===== config.mk =====
export PLATFORM = sky130hd
export DESIGN_NAME = fir_result_uart_tx
export DESIGN_NICKNAME = d
export VERILOG_FILES = /design/src/rtl/fir_result_uart_tx.sv
export SDC_FILE = /design/constraint.sdc
export NUM_CORES = 1
export LEC_CHECK = 0
export BUFFER_PORTS_ARGS = -buffer_cell sky130_fd_sc_hd__buf_4
export CAP_MARGIN = 10
export CORE_MARGIN = 2
export CORE_UTILIZATION = 30
export DETAILED_ROUTE_END_ITERATION = 10
export PLACE_DENSITY = 0.56
export SETUP_SLACK_MARGIN = 0.4
export SLEW_MARGIN = 10
export SYNTH_ARGS = -nofsm -noshare
export SYNTH_HDL_FRONTEND = slang
export SYNTH_SLANG_ARGS = --single-unit

===== constraint.sdc =====
create_clock -name clk -period 4.7 [get_ports clk]
set_clock_uncertainty 0.15 [all_clocks]
set_input_delay 0 -clock clk [delete_from_list [all_inputs] [get_ports clk]]
set_output_delay 0 -clock clk [all_outputs]
set_load 0.1 [all_outputs]

===== src/rtl/fir_result_uart_tx.sv =====
// Scales and saturates fir_filter_128 outputs to 16 bits, queues them, and sends
// each one as a 3-byte UART frame (SYNC_BYTE, high byte, low byte), 8N1, LSB first.
module fir_result_uart_tx #(
  parameter int          CLKS_PER_BIT = 868,
  parameter int          FIFO_DEPTH   = 16,
  parameter int          SHIFT        = 15,
  parameter logic [7:0]  SYNC_BYTE    = 8'hA5
) (
  input  logic                          clk,
  input  logic                          rst,
  input  logic signed [31:0]            y_in,
  input  logic                          y_valid,
  output logic                          tx,
  output logic                          busy,
  output logic [$clog2(FIFO_DEPTH):0]   fifo_level,
  output logic                          overflow,
  output logic                          saturated
);

  localparam int PTR_W = $clog2(FIFO_DEPTH);
  localparam int CNT_W = (CLKS_PER_BIT > 2) ? $clog2(CLKS_PER_BIT) : 1;
  localparam logic [CNT_W-1:0] CNT_MAX  = CNT_W'(CLKS_PER_BIT - 1);
  localparam logic [PTR_W:0]   FULL_LVL = (PTR_W + 1)'(FIFO_DEPTH);

  localparam logic [1:0] IDLE  = 2'd0;
  localparam logic [1:0] START = 2'd1;
  localparam logic [1:0] DATA  = 2'd2;
  localparam logic [1:0] STOP  = 2'd3;

  // Returns {clipped, value}: arithmetic shift then clamp to signed 16 bits.
  function automatic logic [16:0] scale_sat(input logic signed [31:0] v);
    logic signed [31:0] s;
    s = v >>> SHIFT;
    if (s > 32'sd32767)
      return {1'b1, 16'h7FFF};
    else if (s < -32'sd32768)
      return {1'b1, 16'h8000};
    else
      return {1'b0, s[15:0]};
  endfunction

  logic [15:0]      mem [FIFO_DEPTH];
  logic [PTR_W-1:0] wptr, rptr;
  logic [PTR_W:0]   level;
  logic             full, pop, push;
  logic [16:0]      scaled;

  logic [1:0]       state;
  logic [1:0]       k;
  logic [2:0]       bit_idx;
  logic [CNT_W-1:0] baud;
  logic [15:0]      sample;
  logic [7:0]       cur_byte;
  logic             baud_done;

  assign scaled    = scale_sat(y_in);
  assign full      = (level == FULL_LVL);
  assign pop       = (state == IDLE) && (level != '0);
  // A full FIFO still accepts a sample when the same edge frees a slot.
  assign push      = y_valid && (!full || pop);
  assign baud_done = (baud == CNT_MAX);

  always_comb begin
    cur_byte = sample[7:0];
    case (k)
      2'd0:    cur_byte = SYNC_BYTE;
      2'd1:    cur_byte = sample[15:8];
      default: cur_byte = sample[7:0];
    endcase
  end

  always_ff @(posedge clk) begin
    if (push) mem[wptr] <= scaled[15:0];
    if (pop)  sample    <= mem[rptr];
  end

  always_ff @(posedge clk) begin
    if (rst) begin
      wptr      <= '0;
      rptr      <= '0;
      level     <= '0;
      overflow  <= 1'b0;
      saturated <= 1'b0;
    end else begin
      if (push) wptr <= wptr + 1'b1;
      if (pop)  rptr <= rptr + 1'b1;
      case ({push, pop})
        2'b10:   level <= level + 1'b1;
        2'b01:   level <= level - 1'b1;
        default: level <= level;
      endcase
      if (push && scaled[16])          saturated <= 1'b1;
      if (y_valid && full && !pop)     overflow  <= 1'b1;
    end
  end

  // tx is registered from the current state, so the line trails the FSM by one cycle.
  always_ff @(posedge clk) begin
    if (rst) begin
      state   <= IDLE;
      k       <= 2'd0;
      bit_idx <= 3'd0;
      baud    <= '0;
      tx      <= 1'b1;
    end else begin
      case (state)
        IDLE: begin
          tx <= 1'b1;
          if (level != '0) begin
            k     <= 2'd0;
            baud  <= '0;
            state <= START;
          end
        end
        START: begin
          tx <= 1'b0;
          if (baud_done) begin
            baud    <= '0;
            bit_idx <= 3'd0;
            state   <= DATA;
          end else begin
            baud <= baud + 1'b1;
          end
        end
        DATA: begin
          tx <= cur_byte[bit_idx];
          if (baud_done) begin
            baud <= '0;
            if (bit_idx == 3'd7) state <= STOP;
            else                 bit_idx <= bit_idx + 1'b1;
          end else begin
            baud <= baud + 1'b1;
          end
        end
        STOP: begin
          tx <= 1'b1;
          if (baud_done) begin
            baud <= '0;
            if (k == 2'd2) begin
              state <= IDLE;
            end else begin
              k     <= k + 1'b1;
              state <= START;
            end
          end else begin
            baud <= baud + 1'b1;
          end
        end
        default: state <= IDLE;
      endcase
    end
  end

  assign busy       = (state != IDLE) || (level != '0);
  assign fifo_level = level;

endmodule

==> results.toml <==
[critical_path]
critPathBufInv = 2
cp_slowest_cell = "and2_1"
cp_top_family = "simple AND/OR/NAND/NOR gates"
path_cells = "inv_1 > ha_1 > buf_4 > nand2b_1 > o21ai_2 > nor3b_1 > and2_1"
worstPathRequired_ns = 4.75
cp-end-kind = "flop"
cp.arrival_ns = 3.03
start_kind = "flop"
critPathMaxFanout = 18
crit_type = "reg -> reg"
critPathMaxStageDelay_ns = 0.88

[run]
maxCapViolCount = 0

[yosys]
syn-cell-area_mm2 = 0.0125
synth.top_cell.area_share = 0.651
async_flop_share = 0
synth.area.top_cells = "edfxtp_1 (65%), mux4_2 (15%), dfxtp_1 (5.3%)"
ys.flop_type = "edfxtp_1"
avgSynthCellArea_um2 = 18.0
synth.largest_area_cell = "edfxtp_1"
yosysWarnings = 0
syn_inst = 696
ys_seq_area_frac = 0.704
synth-edff-count = 272
synth.distinct_cells = 57
ys_seq_elements = 305
yosysMostFrequentCell = "edfxtp_1"
syn_nets = 747
netlist_top_cells_count = "edfxtp_1 (272), mux4_2 (81), nor2_1 (43)"

[floorplanning]
die_x_um = 209
dieArea_mm2 = 0.0435
core_mm2 = 0.0410
num_rows = 74
fp.dieH_um = 209
ioPinCount = 44
start_util = 0.306

[layout]
seq_area_mm2 = 0.00883
drive_gt1_frac = 0.260
fin_util = 0.357
nets = 815
multi_input_area_mm2 = 0.00352
diodes = 0
fin_cells = 1320
syn2layout_area_growth_pct = 16.6
fillers = 3838

[timing]
hold_viol = 0
fin_hold_ws_ns = 0.0318
slew_violations = 0
max_freq_mhz = 335
post-route-period-util = 0.636
tns_ns = 0
final-setup-viol-count = 0
grt_setup_unrepaired = "no"
min_period_ns = 2.99
worst_slew_pin_slew_ns = 1.14
max-slew-margin-rel = 0.237

[global_route]
grt_pass1_wl_um = 40600
antenna_found_initial = 1
grt_max_degree = 68
grt_pass1_vias = 6576
grt_usage = 0.123
overflow = 0

[clock_network]
hold_buffers = 18
cts_buffers = 31
postCtsSetupBuffers = 0
clock_latency_ns = 0.58
cts_buffer_depth = 3
cts_max_level = 1
cts.sinks = 305
clk_pin_slew_ns = 0.07
cts-resized-gates = 0
cts_root_buf = "clkbuf_16"
cts_tree = "done"

[min_path]
hp-class = "in -> reg"

[placed_design]
routabilityCongestion = 0.757
port_buffers = 28
dpl.hpwl_um = 15900
place_inst = 1245

[power_and_ir_drop]
leakage_nw = 4.60
powerDensity_mw_per_mm2 = 495
total_power_mw = 7.24
vdd_ir_drop_max_v = 0.000327

[detailed_routing]
wl_per_cell_um = 20.0
wl_um = 26300
drt_iter0_drc = 574
drt_pass1_iterations = 4
via_count = 6573
ant_nets = 0
vias_per_cell = 4.98
drc = 0

[status]
outcome = "finished clean"
[report_power, final]
part           internal, mW  switching [mW]
logic                 0.675           0.890
clock network          1.32            1.04
registers              3.17           0.142
[metal layers]
layer  vias to the layer above  share of wire  GRT usage
met4                         0          0.017     0.0253
li1                       2948              -          -
met1                      3444           0.47      0.180
met3                        35          0.046     0.0211
met2                       146           0.47      0.193
met5                         -              0          0
[per-stage QoR]
stage	setup WS [ns]	instance area [µm²]
2_1_floorplan	0.935	12500
3_3_place_gp	1.70	13500
3_5_place_dp	1.66	13500
4_1_cts	1.66	14600
5_1_grt	1.46	14600
6_report	1.71	14600
[worst register-to-register path, stage by stage, from the launching register on]
cell	delay (ns)
dfxtp_1	0.33
inv_1	0.13
ha_1	0.16
buf_4	0.22
nand2b_1	0.25
o21ai_2	0.16
nor3b_1	0.33
and2_1	0.88
[kinds of logic (layout without fill, tap and decap cells)]
kind of cell | Yosys count | after routing | share of synthesized area
AOI/OAI and AO/OA | 74 | 74 | 0.0386
adders and majority gates | 16 | 16 | 0.0160
muxes | 90 | 90 | 0.153
and+or+nand+nor | 149 | 149 | 0.0643
xor gates and xnor gates | 8 | 8 | 0.00558
DFF | 305 | 305 | 0.704
buffers and inverters | 54 | 146 | 0.0190
[area by class of cell]
type,instances,area share
Timing Repair Buffer,72,0.0400
Sequential cell,305,0.604
Multi-Input combinational cell,337,0.240
Clock buffer,34,0.0538
Inverter,17,0.00436
Clock inverter,23,0.0126
Tap cell,532,0.0455
[final timing paths]
path	start	cells past startpoint	endpoint	slack, ns
worst min register to register	k[1]	2	k[1]	0.35
worst max register to register	state[0]	7	mem[4][7]	1.71
worst max-delay path	state[0]	7	mem[4][7]	1.71
worst min-delay path	y_in[22]	3	mem[7][7]	0.03
[cell usage in the layout (no fill, tap or decap), types with 5 or more instances in the layout]
cell           synthesis  final
a21oi_1               14     14
a31oi_1                6      6
and2_1                10     10
buf_4                  0     54
clkbuf_16              0     31
clkinv_1               0      8
clkinv_2               0      8
dfxtp_1               33     31
dlygate4sd3_1          0     18
edfxtp_1             272    272
ha_1                  16     16
inv_1                 17     17
mux2i_1                5      5
mux4_2                81     81
nand2_1               29     29
nand2b_1               6      6
nand3_1                9      9
nand4_1                7      7
nor2_1                43     39
nor2b_1                7      7
nor3_1                 5      5
nor3b_1                7      7
o211ai_1               5      5
o21ai_0               21     18
o21ai_1                5      8
xor2_1                 5      5
[state kept, by name, indices dropped and copies added, names as in the netlist, 2 cells and up]
| register | flops |
|---|---|
| wptr | 4 |
| fifo_level | 5 |
| baud | 10 |
| state | 2 |
| mem | 256 |
| bit_idx | 3 |
| rptr | 4 |
| k | 2 |
| sample | 16 |
No activity file was read; power rests on OpenSTA's default activity.
